## config.mk

```make
export PLATFORM = sky130hd
export DESIGN_NAME = addsub_seq_nb
export DESIGN_NICKNAME = d
export VERILOG_FILES = /design/src/rtl/addsub_seq_nb.sv
export SDC_FILE = /design/constraint.sdc
export NUM_CORES = 1
export LEC_CHECK = 0
export BUFFER_PORTS_ARGS = -buffer_cell sky130_fd_sc_hd__buf_4
export CAP_MARGIN = 30
export CORE_ASPECT_RATIO = 1.75
export CORE_MARGIN = 2
export CORE_UTILIZATION = 45
export CTS_CLUSTER_SIZE = 8
export DETAILED_ROUTE_END_ITERATION = 7
export PLACE_DENSITY = 0.74
export SYNTH_ARGS = -nofsm -noshare
export SYNTH_HDL_FRONTEND = slang
export SYNTH_SLANG_ARGS = --single-unit
```

## constraint.sdc

```tcl
create_clock -name clk -period 3.4 [get_ports clk]
set_input_delay 0.34 -clock clk [delete_from_list [all_inputs] [get_ports clk]]
set_output_delay 0.34 -clock clk [all_outputs]
set_load 0.02 [all_outputs]
```

## src/rtl/addsub_seq_nb.sv

```systemverilog
// Digit-serial adder/subtractor. Each RUN cycle one DIGIT-bit full-adder slice
// consumes the low digit of the operand shift registers, and the carry is held
// in a flop between cycles. A result takes N = WIDTH/DIGIT RUN cycles.
//
// Ports:
//   clk    - rising-edge clock
//   rst_b  - asynchronous active-low reset
//   start  - request; accepted only in IDLE or DONE
//   sub    - 0 = add, 1 = subtract (latched at start)
//   x, y   - operands A and B (latched at start)
//   ci     - carry-in (add) or borrow-in (sub) (latched at start)
//   sum    - result, held from done until the next accepted start
//   co     - carry-out; in subtract mode 1 means no borrow
//   ovf    - two's-complement signed overflow
//   busy   - high while the operation runs
//   done   - one-cycle pulse when the result is valid
module addsub_seq_nb #(
    parameter int unsigned WIDTH = 8,
    parameter int unsigned DIGIT = 2
) (
    input  logic             clk,
    input  logic             rst_b,
    input  logic             start,
    input  logic             sub,
    input  logic [WIDTH-1:0] x,
    input  logic [WIDTH-1:0] y,
    input  logic             ci,
    output logic [WIDTH-1:0] sum,
    output logic             co,
    output logic             ovf,
    output logic             busy,
    output logic             done
);

    localparam int unsigned N  = WIDTH / DIGIT;
    localparam int unsigned CW = (N > 1) ? $clog2(N) : 1;
    localparam logic [CW-1:0] LastCnt = CW'(N - 1);

    typedef enum logic [1:0] {StIdle, StRun, StDone} state_e;

    state_e           state_q, state_d;
    logic [WIDTH-1:0] a_q, a_d;
    logic [WIDTH-1:0] b_q, b_d;
    logic             carry_q, carry_d;
    logic [CW-1:0]    cnt_q, cnt_d;
    logic [WIDTH-1:0] sum_q, sum_d;
    logic             co_q, co_d;
    logic             ovf_q, ovf_d;

    logic [DIGIT:0]   slice;
    logic [DIGIT-1:0] s;
    logic             c;
    logic             c_msb;
    logic [WIDTH-1:0] full;   // new digit joined with the partial result so far
    logic             run;

    assign run   = (state_q == StRun);
    assign slice = {1'b0, a_q[DIGIT-1:0]} + {1'b0, b_q[DIGIT-1:0]}
                 + {{DIGIT{1'b0}}, carry_q};
    assign s     = slice[DIGIT-1:0];
    assign c     = slice[DIGIT];
    // Carry into the slice MSB recovered from its sum bit; equals carry_q when DIGIT=1.
    assign c_msb = s[DIGIT-1] ^ a_q[DIGIT-1] ^ b_q[DIGIT-1];

    // Partial results accumulate in a shadow register so sum only changes on entry to DONE.
    if (DIGIT < WIDTH) begin : g_shadow
        logic [WIDTH-DIGIT-1:0] shadow_q, shadow_d;

        assign full     = {s, shadow_q};
        assign shadow_d = run ? full[WIDTH-1:DIGIT] : shadow_q;

        always_ff @(posedge clk or negedge rst_b) begin
            if (!rst_b) begin
                shadow_q <= '0;
            end else begin
                shadow_q <= shadow_d;
            end
        end
    end else begin : g_no_shadow
        assign full = s;
    end

    always_comb begin
        state_d = state_q;
        a_d     = a_q;
        b_d     = b_q;
        carry_d = carry_q;
        cnt_d   = cnt_q;
        sum_d   = sum_q;
        co_d    = co_q;
        ovf_d   = ovf_q;
        case (state_q)
            StIdle, StDone: begin
                if (start) begin
                    a_d     = x;
                    b_d     = sub ? ~y : y;
                    carry_d = ci ^ sub;
                    cnt_d   = '0;
                    state_d = StRun;
                end else begin
                    state_d = StIdle;
                end
            end
            StRun: begin
                a_d     = a_q >> DIGIT;
                b_d     = b_q >> DIGIT;
                carry_d = c;
                cnt_d   = cnt_q + CW'(1);
                if (cnt_q == LastCnt) begin
                    state_d = StDone;
                    sum_d   = full;
                    co_d    = c;
                    ovf_d   = c ^ c_msb;
                end
            end
            default: state_d = StIdle;
        endcase
    end

    always_ff @(posedge clk or negedge rst_b) begin
        if (!rst_b) begin
            state_q <= StIdle;
            a_q     <= '0;
            b_q     <= '0;
            carry_q <= 1'b0;
            cnt_q   <= '0;
            sum_q   <= '0;
            co_q    <= 1'b0;
            ovf_q   <= 1'b0;
        end else begin
            state_q <= state_d;
            a_q     <= a_d;
            b_q     <= b_d;
            carry_q <= carry_d;
            cnt_q   <= cnt_d;
            sum_q   <= sum_d;
            co_q    <= co_d;
            ovf_q   <= ovf_d;
        end
    end

    assign sum  = sum_q;
    assign co   = co_q;
    assign ovf  = ovf_q;
    assign busy = run;
    assign done = (state_q == StDone);

endmodule

```

After elaboration in Yosys (flattened, before gate mapping)
Index checks and enable logic that the tools add are counted.
{"block": "op_classes", "add_sub_neg": 3, "n_eq_ne": 5, "mux": 12, "bitwise_logic": 5, "n_reduce_logical": 5}
{"cell": "one-hot mux 8 bit (2 select lines)", "count": 2}
{"cell": "two-way mux 8 bit", "count": 3}
{"cell": "inverter 8 bit", "count": 1}
{"cell": "one-hot mux 2 bit (2 select lines)", "count": 2}
{"cell": "== test 2 bit, second input constant", "count": 2}
{"cell": "two-way mux 2 bit", "count": 2}
{"cell": "AND reduction 2 bit", "count": 2}
{"cell": "XOR 1 bit", "count": 4}
{"cell": "adder 2 x 2 -> 3 bit", "count": 1}
{"cell": "adder 3 x 1 -> 3 bit", "count": 1}
{"cell": "adder 2 x 1 -> 2 bit, second input constant", "count": 1}
{"cell": "== test 2 x 1 -> 1 bit, second input constant", "count": 1}
{"cell": "zero test 2 bit", "count": 1}
{"cell": "two-way mux 1 bit", "count": 2}
{"cell": "inequality test 2 x 1 -> 1 bit, second input constant", "count": 1}
{"cell": "inequality test 2 bit, second input constant", "count": 1}
{"cell": "one-hot mux 1 bit (2 select lines)", "count": 1}
{"cell": "nonzero test 2 bit", "count": 1}
{"cell": "OR reduction 2 bit", "count": 1}
{"block": "word_totals", "regBits": 37, "output_inout_bits": 12}

Longest topological paths before layout
Gate-level depths: netlist of the first run.
{"block": "logic_depth", "depth_word": 5, "mapped_depth": 6, "ltp_nobuf": 6}

Least setup slack after synthesis of the first run
OpenSTA, ideal clock, no wires.
{"block": "synth_timing", "path_kind": "flip-flop to flip-flop", "start": "register a_q[0]", "end": "register ovf_q, in the netlist ovf", "setup_time_ns": 0.128, "arrival_ns": 1.634, "required_ns": 3.272, "setup_slack_ns": 1.639, "stages_incl_launch_ff": 7, "n_path_buf": 0, "synth_period_minus_slack_ns": 1.761, "cell_sequence": "dfrtp_1 -> inv_1 -> fa_1 -> fa_1 -> xnor2_1 -> xnor2_1 -> o21ai_0"}
{"block": "synth_between", "elab_chain_cells": 5}
{"item": "from (decl)", "line": "42", "source": "logic [WIDTH-1:0] a_q, a_d;"}
{"item": "from (signal assigned)", "line": "123", "source": "a_q <= '0;"}
{"item": "from (signal assigned)", "line": "132", "source": "a_q <= a_d;"}
{"item": "adder 2 x 2 -> 3 bit *", "line": "58", "source": "assign slice = {1'b0, a_q[DIGIT-1:0]} + {1'b0, b_q[DIGIT-1:0]}"}
{"item": "adder 3 x 1 -> 3 bit *", "line": "59", "source": "+ {{DIGIT{1'b0}}, carry_q};"}
{"item": "XOR 1 bit (2 in series)", "line": "63", "source": "assign c_msb = s[DIGIT-1] ^ a_q[DIGIT-1] ^ b_q[DIGIT-1];"}
{"item": "XOR 1 bit *", "line": "113", "source": "ovf_d = c ^ c_msb;"}
{"item": "to (signal assigned)", "line": "138", "source": "ovf_q <= ovf_d;"}
{"item": "to (decl)", "line": "48", "source": "logic ovf_q, ovf_d;"}
Mark *: on every way between the ends. The rest lies on a longest branch, timed or not.
A chain may end at the register's enable or synchronous reset.

Final worst setup path of the first run
{"block": "layout_timing", "start": "register state_q[0]", "end": "output port busy"}
{"block": "layout_between", "elab_chain_cells": 1}
{"item": "from (decl)", "line": "41", "source": "state_e state_q, state_d;"}
{"item": "from (signal assigned)", "line": "122", "source": "state_q <= StIdle;"}
{"item": "from (signal assigned)", "line": "131", "source": "state_q <= state_d;"}
{"item": "== test 2 x 1 -> 1 bit", "line": "57", "source": "assign run = (state_q == StRun);"}
{"item": "to (decl)", "line": "31", "source": "output logic busy,"}
Every way passes these cells.

==> out/qor.csv, run 1 <==
stage,metric,value,unit
grt,top_usage_layer,met2,
synthesis,syn_area_per_cell,11.55,µm²
worst_setup_path,worstRegToRegCells,4,
drt,drt_pre_antenna_iters,4,
finish,most-common-layout-cells,"dfrtp_1 (37), buf_4 (32), nand2_1 (22)",
synthesis,ys.flop_type,dfrtp_1,
drt,wl_per_cell,14.53,µm
timing,fmax,0.4742,GHz
drt,postRouteAntennaNets,0,
floorplan,floorplan.die_area,4163,µm²
timing,hold_violations,0,
floorplan,io_pins,33,
floorplan,die_h,83.87,µm
timing,hold_ws,0.2649,ns
grt,track_usage,18.28,%
grt,use_met3,5.914,%
timing,tightest_slew,0.6507,ns
worst_setup_path,criticalPathCategory,reg2out,
synthesis,synth_area_leaders,"dfrtp_1 (56%), xnor2_1 (5.3%), nand2_1 (5.0%)",
synthesis,synth_edf_count,0,
timing,timing.final.crit_share,62.02,%
grt,grt_pass1_wl,5727,µm
clock_network,clk-insertion-delay-late,0.29,ns
worst_hold_path,holdPathStages,2,
drt,drc,0,
timing,setup-violations-final,0,
floorplan,initial_utilization,46.13,%
finish,layout.cells.most_common,dfrtp_1,
grt,grt_max_degree,38,
clock_network,cts_buffers,5,
worst_setup_path,r2r-start,state_q[0]$_DFFE_PN0P_,
worst_setup_path,crit_required,3.06,ns
place,port_buffers,32,
floorplan,fp-row-count,29,
timing,fin_crit,2.109,ns
worst_hold_path,hold_start,x[7],
pwr,p_per_area,1020,nW/µm²
synthesis,synth_cell_types,25,
finish,area_delta_synth_final,23.11,%
place,hpwl,2309,µm
finish,nNetsFinal,197,
floorplan,die_w,49.64,µm
grt,met2_usage,29.21,%
synthesis,syn_area,1640,µm²
worst_setup_path,r2r_end,b_q[4]$_DFFE_PN0P_,
worst_setup_path,critical_path.max_fanout,21,
drt,wl,3196,µm
synthesis,syn_inst,142,
timing,skew,0.004631,ns
drt,drtIter0Drc,13,
worst_setup_path,cp-start-kind,register,
floorplan,coreArea,3556,µm²
timing,final_max_slew_viol_count,0,
pwr,leakagePower,0.0009784,µW
timing,grt_setup_unrepaired,no,
synthesis,ys_seq_area_share,56.45,%
synthesis,yosys_warnings,0,
clock_network,clkTransAtPathRegs,0.07,ns
clock_network,post-cts-setup-buffer-count,0,
clock_network,cts_root_buffer,clkbuf_8,
worst_hold_path,whs_endpoint,a_q[7]$_DFFE_PN0P_,
grt,grt_pass1_vias,1205,
synthesis,synth_nets,166,
finish,drive_above_1_share,28.74,%
pwr,p_total,2059,µW
worst_setup_path,max_stage_delay,0.49,ns
run,maxCapViolations,0,
timing,slew_headroom,56.62,%
drt,via_per_inst,5.227,
worst_setup_path,path_buf_inv,2,
outcome,status,completed,
grt,overflow,0,
finish,fillers,337,
clock_network,h-tree-depth,2,
synthesis,yosysTopAreaCell,dfrtp_1,
grt,met1_usage,20.96,%
worst_setup_path,path_delay_family,buffers and inverters,
clock_network,clock_path_buffers,2,
synthesis,async_reset_ff_share,100.0,%
clock_network,cts_tree,done,
pwr,vdd_drop_max,0.0005928,V
grt,antenna_found_initial,0,
timing,fin_setup_tns,0,ns
clock_network,clock-sinks,37,
synthesis,synth_top_area_share,56.45,%
place,gp_congestion,0.7465,
worst_setup_path,reg2reg_setup_slack,1.44,ns
finish,n_antenna_cell,0,
worst_setup_path,crit_path_end_kind,output port,
worst_hold_path,hold_class,in2reg,
worst_setup_path,timing.critical_path.cells,nand2b_1 > clkinv_4 > buf_4,
synthesis,ys_ff_latch,37,
worst_setup_path,cp_slowest_cell,nand2b_1,
worst_setup_path,cp.arrival,1.77,ns
drt,vias,1150,
## how the worst max path moves through the flow
stage	start	end	slack (ns)	depth (start not counted)
after detailed placement	state_q[0]$_DFFE_PN0P_	b_q[4]$_DFFE_PN0P_	1.46	4
after global placement	b_q[0]$_DFFE_PN0P_	ovf$_DFFE_PN0P_	1.56	6
after global routing	state_q[0]$_DFFE_PN0P_	busy	1.12	3
after CTS	state_q[0]$_DFFE_PN0P_	busy	1.28	3
after floorplan	a_q[0]$_DFFE_PN0P_	ovf$_DFFE_PN0P_	1.64	6
final	state_q[0]$_DFFE_PN0P_	busy	1.29	3
## metal layers
metal,routed length (µm),part of all wire (%),up-vias
met5,0,0,-
met3,152,4.8,11
met4,114,3.6,0
li1,-,-,550
met2,1653,52,33
met1,1275,40,556
## cell families (layout without fill, tap and decap cells)
kind of cell	Yosys count	after routing	share of synthesized area, %
and+or+nand+nor	42	42	11.75
xor gates and xnor gates	12	12	6.407
muxes	6	6	4.119
adders and majority gates	3	3	3.204
DFF	37	37	56.45
AOI/OAI and AO/OA	26	26	12.36
buffers and inverters	16	48	5.720
## area by class of cell
cell class / count / area (µm²) / share of cell area, %
inverters: 7 / 31.28 / 1.549
flip-flops and latches: 37 / 925.9 / 45.85
well taps: 46 / 57.56 / 2.850
clock inverters: 3 / 65.06 / 3.222
clock buffers: 5 / 68.82 / 3.408
repair buffers: 33 / 250.2 / 12.39
multi-input cells: 89 / 620.6 / 30.73
## repair_timing
item | CTS | global route
endpoints found under the hold margin | 2 | 0
gates resized for setup | 0 | 0
hold buffers | 1 | 0
## worst register-to-register path, stage by stage (launching register included)
cell and delay, ns:
dfrtp_1 0.42, nand2b_1 0.49, clkinv_4 0.32, nor2_2 0.44, a221o_1 0.22
## sequential cells by signal, indices dropped and copies added (netlist names)
name	count
g_shadow.shadow_q	6
a_q	8
ovf	1
sum	8
carry_q	1
cnt_q	2
b_q	8
state_q	2
co	1
## where the power goes
group / switching (µW) / internal [µW] / total, µW
Clock: 156 / 291 / 448
Sequential: 122 / 643 / 766
Combinational: 460 / 386 / 846
## cell usage after synthesis (all sizes together), types with 2 or more instances
master and number:
inv 6, a22oi 4, o21ai 8, xnor2 10, buf 8, xor2 2, a22o 5, and2b 2
nand2 22, dfrtp 37, mux2 6, nand3 6, nor3 2, nand2b 2, fa 2, a221o 8
nor2 7
## metrics by stage
step	cells	setup WS [ns]	instance area [µm²]	utilization (%)
2_1_floorplan	142	1.639	1640	-
3_3_place_gp	211	1.562	1876	52.74
3_5_place_dp	211	1.460	1876	52.74
4_1_cts	220	1.282	2019	56.79
5_1_grt	220	1.117	2019	56.79
6_report	220	1.291	2019	56.79
Note: power is estimated with default switching activity, not from simulation.
==> inputs of run 2 (changes only) <==
--- a/config.mk
+++ b/config.mk
@@ -5,6 +5,7 @@
 export SDC_FILE = /design/constraint.sdc
 export NUM_CORES = 1
 export LEC_CHECK = 0
+export ABC_AREA = 1
 export BUFFER_PORTS_ARGS = -buffer_cell sky130_fd_sc_hd__buf_4
 export CAP_MARGIN = 30
 export CORE_ASPECT_RATIO = 1.75
==> constraint.sdc (replaced) <==
create_clock -name clk -period 2.15 [get_ports clk]
set_input_delay 0.215 -clock clk [delete_from_list [all_inputs] [get_ports clk]]
set_output_delay 0.215 -clock clk [all_outputs]
set_load 0.02 [all_outputs]
==> run 2 against run 1 <==
Final cell count increased by 29%. Register-to-register slack lost 1.1 ns. Power is 52% higher. First-iteration DRC count grew to 2.9 times the previous value. Utilization shrank 1.6 points. Sequential share of layout area shrank 1.6 points. Combinational power increased by 75%. Cell area rose by 3.7%. Largest power group unchanged.
==> out/qor.csv, run 2 <==
stage,metric,value,unit
drt,wl_per_cell,10.69,µm
pwr,leakagePower,0.001093,µW
finish,n_antenna_cell,0,
timing,timing.final.crit_share,86.33,%
synthesis,synth_fa_ha_area_share,3.015,%
pwr,seqPwrFrac,37.8,%
finish,layout.cells.most_common,nand2_1,
grt,track_usage,17.04,%
worst_setup_path,max_stage_delay,0.59,ns
pwr,swShare,43.02,%
pwr,p_switching,1345,µW
worst_hold_path,hold_start,x[7],
worst_setup_path,crit_required,2.38,ns
worst_setup_path,timing.critical_path.cells,inv_1 > fa_1 > fa_1 > inv_1 > nand2_1 > nand2_1 > nand2_1 > nand3_1 > nand2_1,
clock_network,h-tree-depth,2,
finish,nNetsFinal,258,
drt,wl,3024,µm
grt,grt_max_degree,38,
clock_network,post-cts-setup-buffer-count,0,
worst_setup_path,r2r-start,a_q[0]$_DFFE_PN0P_,
synthesis,syn_area,1743,µm²
worst_setup_path,cp-start-kind,register,
synthesis,synthSimpleGateAreaFrac,27.06,%
worst_setup_path,reg2reg_setup_slack,0.29,ns
worst_setup_path,crit_path_end_kind,register,
floorplan,die_w,51.05,µm
timing,skew,0.001873,ns
place,pre_cts_ws,0.3144,ns
grt,grt_pass1_wl,5637,µm
grt,antenna_found_initial,0,
synthesis,synth_xor_area_share,2.010,%
clock_network,cts_tree,done,
worst_setup_path,cp_slowest_cell,fa_1,
timing,hold_violations,0,
drt,via_per_inst,4.802,
timing,final_max_slew_viol_count,0,
synthesis,synth_compound_area_share,8.112,%
floorplan,io_pins,33,
clock_network,cts_root_buffer,clkbuf_8,
synthesis,ys_ff_latch,37,
worst_setup_path,crit_start,a_q[0]$_DFFE_PN0P_,
finish,drive_above_1_share,23.83,%
drt,postRouteAntennaNets,0,
synthesis,synth_area_leaders,"dfrtp_1 (53%), nand2_1 (18%), o21ai_2 (3.5%)",
pwr,p_int,1782,µW
synthesis,syn_area_per_cell,8.715,µm²
synthesis,synth_cell_types,22,
worst_hold_path,hold_class,in2reg,
place,gp_congestion,0.7745,
clock_network,clock-sinks,37,
clock_network,clkTransAtPathRegs,0.07,ns
grt,overflow,0,
synthesis,synth_top_area_share,53.12,%
pwr,vdd_drop_max,0.0008466,V
synthesis,synthMuxAreaShare,0,%
synthesis,yosysTopAreaCell,dfrtp_1,
synthesis,synth_most_common_cell,nand2_1,
floorplan,initial_utilization,45.97,%
worst_setup_path,criticalPathCategory,reg2reg,
pwr,comb_power_share,47.2,%
synthesis,syn_inst,200,
worst_setup_path,path_common_cell,nand2_1,
clock_network,cts_buffers,5,
grt,grt_pass1_vias,1335,
timing,slew_headroom,70.00,%
synthesis,async_reset_ff_share,100.0,%
run,maxCapViolations,0,
finish,post-route-util,55.21,%
synthesis,synth_top_family_by_area,simple AND/OR/NAND/NOR gates,
floorplan,floorplan.die_area,4407,µm²
clock_network,clk-insertion-delay-late,0.29,ns
timing,setup_slack,0.2939,ns
finish,most-common-layout-cells,"nand2_1 (85), dfrtp_1 (37), buf_4 (32)",
timing,fmax,0.5388,GHz
finish,area_delta_synth_final,20.10,%
floorplan,die_h,86.33,µm
timing,fin_setup_tns,0,ns
synthesis,yosys-top-cells-count,"nand2_1 (85), dfrtp_1 (37), inv_1 (14)",
worst_setup_path,critical_path.max_fanout,5,
place,port_buffers,32,
timing,tightest_slew,0.4500,ns
synthesis,synth_edf_count,0,
finish,fillers,381,
outcome,status,completed,
floorplan,coreArea,3791,µm²
synthesis,synth_nets,224,
pwr,clockPowerShare,14.9,%
timing,grt_setup_unrepaired,no,
drt,drc,0,
drt,drt_pre_antenna_iters,4,
pwr,p_total,3127,µW
worst_setup_path,cp.arrival,2.09,ns
pwr,p_per_area,1494,nW/µm²
timing,setup-violations-final,0,
drt,drtIter0Drc,38,
synthesis,ys.flop_type,dfrtp_1,
drt,vias,1359,
synthesis,yosys_warnings,0,
synthesis,ys_seq_area_share,53.12,%
timing,fin_crit,1.856,ns
clock_network,clock_path_buffers,2,
floorplan,fp-row-count,30,
place,hpwl,2208,µm
run 2: changes by cell type after synthesis, sizes merged, moves of 6 or more:
cell,change
a221o,-8
inv,+12
mux2,-6
nand2,+66
o21ai,+8
xnor2,-8
run 2: layout make-up:
| class | instances | area (µm²) | area share [%] |
|---|---|---|---|
| Multi-Input combinational cell | 139 | 700.7 | 33.47 |
| Timing Repair Buffer | 33 | 250.2 | 11.95 |
| Tap cell | 48 | 60.06 | 2.869 |
| Clock inverter | 3 | 17.52 | 0.8368 |
| Sequential cell | 37 | 925.9 | 44.23 |
| Clock buffer | 5 | 68.82 | 3.288 |
| Inverter | 18 | 70.07 | 3.347 |
run 2: critical path, delay by kind of cell (launching register included):
family | cells | cell delay, ns
fa+ha+maj | 2 | 1.02
flops | 1 | 0.32
buf+inv | 2 | 0.15
simple gates | 5 | 0.30
run 2: path summary, 6_finish.rpt:
check | end | cells after the start
min in group asynchronous | g_shadow.shadow_q[0]$_DFFE_PN0P_ | 2
setup reg to reg | ovf$_DFFE_PN0P_ | 9
max in group asynchronous | a_q[7]$_DFFE_PN0P_ | 2
hold / removal | a_q[7]$_DFFE_PN0P_ | 3
setup / recovery | ovf$_DFFE_PN0P_ | 9
hold reg to reg | a_q[6]$_DFFE_PN0P_ | 2
run 2: timing repair:
item                                    4_1_cts  5_1_grt
endpoints found under the setup margin        0        0
endpoints found under the hold margin        37        0
hold buffers                                  1        0
resized for setup                             0        0
run 2: layer usage:
layer	vias up	track usage, %	part of all wire [%]
li1	683	-	-
met1	633	19.29	40
met2	37	29.16	53
met3	6	4.138	5.0
met4	0	8.600	2.2
met5	-	0	0
run 2: cells by family after synthesis:
kind of cell / after synthesis
flip-flops: 37
buffers and inverters: 24
XOR/XNOR: 4
AND/OR/NAND/NOR: 111
adder cells (fa/ha/maj): 3
AO/OA/AOI/OAI: 21
run 2: metrics by stage:
| step | hold slack, ns | area (µm²) | instances |
|---|---|---|---|
| after global routing | 0.1224 | 2093 | 283 |
| after detailed placement | 0.1994 | 1997 | 274 |
| after global placement | 0.1969 | 1997 | 274 |
| final | 0.1205 | 2093 | 283 |
| after floorplan | -0.08059 | 1743 | 200 |
| after CTS | 0.1123 | 2093 | 283 |
run 2: power by group through the flow:
| stage | sequential (µW) | combinational, µW | clock, µW |
|---|---|---|---|
| floorplan | 1260 | 1070 | 0 |
| global placement | 1180 | 1460 | 0 |
| detailed placement | 1200 | 1500 | 0 |
| CTS | 1180 | 1510 | 489 |
| global route | 1220 | 1710 | 527 |
| finish | 1180 | 1480 | 467 |
==> inputs of run 3 (changes only) <==
--- a/config.mk
+++ b/config.mk
@@ -11,6 +11,7 @@
 export CORE_ASPECT_RATIO = 1.75
 export CORE_MARGIN = 2
 export CORE_UTILIZATION = 45
+export CTS_BUF_LIST = sky130_fd_sc_hd__clkbuf_8
 export CTS_CLUSTER_SIZE = 8
 export DETAILED_ROUTE_END_ITERATION = 7
 export PLACE_DENSITY = 0.74
==> constraint.sdc (replaced) <==
create_clock -name clk -period 2.16 [get_ports clk]
set_input_delay 0 -clock clk [delete_from_list [all_inputs] [get_ports clk]]
set_output_delay 0 -clock clk [all_outputs]
set_load 0.02 [all_outputs]
==> run 3 against run 2 <==
Hold slack lost 0.12 ns. Register-to-register slack better by 0.02 ns. Wire length is 7.2% higher. Power grew 0.22%. Largest power group unchanged.
==> out/qor.csv, run 3 (synthesized netlist as in run 2, its figures left out) <==
stage,metric,value,unit
worst_setup_path,timing.critical_path.cells,inv_1 > fa_1 > fa_1 > inv_1 > nand2_1 > nand2_1 > nand2_1 > nand3_1 > nand2_1,
timing,timing.final.crit_share,85.36,%
timing,fin_crit,1.844,ns
clock_network,cts_tree,done,
drt,drc,0,
worst_setup_path,path_buf_inv,2,
timing,setup-violations-final,0,
floorplan,initial_utilization,45.97,%
pwr,p_per_area,1403,nW/µm²
timing,final_max_slew_viol_count,0,
place,place_area,1997,µm²
clock_network,clock_path_buffers,2,
finish,area_delta_synth_final,28.14,%
floorplan,fp-row-count,30,
drt,drtIter0Drc,48,
finish,n_antenna_cell,0,
place,gp_congestion,0.7745,
worst_setup_path,path_delay_family,adder cells,
grt,grt_pass1_wl,5989,µm
pwr,seqPwrFrac,37.6,%
clock_network,h-tree-depth,2,
worst_setup_path,criticalPathCategory,reg2reg,
grt,grt_max_degree,38,
worst_setup_path,cp-start-kind,register,
worst_hold_path,hold_class,in2reg,
pwr,leakagePower,0.001151,µW
timing,slew_headroom,69.85,%
pwr,p_switching,1345,µW
drt,via_per_inst,4.741,
pwr,p_int,1789,µW
place,pre_cts_ws,0.3244,ns
timing,setup_slack,0.3162,ns
worst_setup_path,cp.arrival,2.08,ns
place,hpwl,2208,µm
timing,fmax,0.5424,GHz
pwr,swShare,42.90,%
clock_network,holdBufCountCts,15,
floorplan,coreArea,3791,µm²
clock_network,post-cts-setup-buffer-count,0,
drt,drt_pre_antenna_iters,4,
grt,overflow,0,
floorplan,floorplan.die_area,4407,µm²
drt,vias,1408,
grt,antenna_found_initial,0,
outcome,status,completed,
timing,fin_setup_tns,0,ns
pwr,comb_power_share,47.5,%
timing,tightest_slew,0.4522,ns
clock_network,cts_buffers,5,
floorplan,die_w,51.05,µm
finish,drive_above_1_share,22.49,%
pwr,vdd_drop_max,0.0008530,V
grt,track_usage,18.15,%
grt,grt_pass1_vias,1421,
finish,layout.cells.most_common,nand2_1,
clock_network,clock-sinks,37,
drt,wl,3243,µm
run,maxCapViolations,0,
worst_setup_path,critical_path.max_fanout,5,
clock_network,cts_root_buffer,clkbuf_8,
drt,postRouteAntennaNets,0,
drt,wl_per_cell,10.92,µm
finish,most-common-layout-cells,"nand2_1 (85), dfrtp_1 (37), buf_4 (32)",
pwr,p_total,3134,µW
clock_network,clk-insertion-delay-late,0.29,ns
clock_network,cts-resized-gates,0,
timing,grt_setup_unrepaired,no,
worst_setup_path,crit_required,2.39,ns
pwr,clockPowerShare,14.9,%
worst_setup_path,max_stage_delay,0.59,ns
place,port_buffers,32,
floorplan,io_pins,33,
worst_setup_path,path_common_cell,nand2_1,
worst_setup_path,cp_slowest_cell,fa_1,
worst_setup_path,crit_path_end_kind,register,
clock_network,clkTransAtPathRegs,0.07,ns
floorplan,die_h,86.33,µm
finish,nNetsFinal,272,
finish,finalInstanceArea,2233,µm²
timing,skew,0.003098,ns
timing,hold_violations,0,
## run 3: cell count changes in the layout (fill, tap and decap cells not counted)
cell           delta
dlygate4sd3_1    +14
## run 3: power by group through the flow
stage                     Sequential (µW)  Combinational, µW  Clock (µW)
after detailed placement             1190               1490           0
after global placement               1170               1450           0
after floorplan                      1250               1060           0
after CTS                            1180               1520         486
final                                1180               1490         468
after global routing                 1220               1730         525
## run 3: through the flow
step,instances,hold WS (ns),utilization (%)
floorplan,200,-0.2956,-
global placement,274,-0.01815,52.67
finish,297,0.004430,58.91
CTS,297,0.004633,58.91
global route,297,0.02047,58.91
detailed placement,274,-0.01562,52.67
## run 3: worst paths after layout
check	endpoint	startpoint	cells after the start	slack [ns]
hold reg to reg	a_q[7]$_DFFE_PN0P_	a_q[7]$_DFFE_PN0P_	2	0.48
setup / recovery	ovf$_DFFE_PN0P_	a_q[0]$_DFFE_PN0P_	9	0.32
max in group asynchronous	a_q[7]$_DFFE_PN0P_	rst_b	2	1.65
min in group asynchronous	g_shadow.shadow_q[0]$_DFFE_PN0P_	rst_b	2	0.19
hold / removal	state_q[0]$_DFFE_PN0P_	start	3	0.004
setup reg to reg	ovf$_DFFE_PN0P_	a_q[0]$_DFFE_PN0P_	9	0.32
## run 3: cell type report
class | instances | area (µm²)
fill | 363 | 1558
inverter | 18 | 70.07
tap | 48 | 60.06
multi-input combinational | 139 | 700.7
sequential | 37 | 925.9
timing repair buffer | 47 | 390.4
clock inverter | 3 | 17.52
clock buffer | 5 | 68.82
## run 3: worst min-delay path, cell delays in order
cell     delay [ns]
buf_4          0.09
nand2_4        0.09
o21ai_0        0.08
## run 3: metal layers
layer	up-vias	track usage, %	share of wire, %
li1	711	-	-
met1	652	19.52	39
met2	36	32.00	53
met3	9	4.655	4.9
met4	0	9.091	2.6
met5	-	0	0
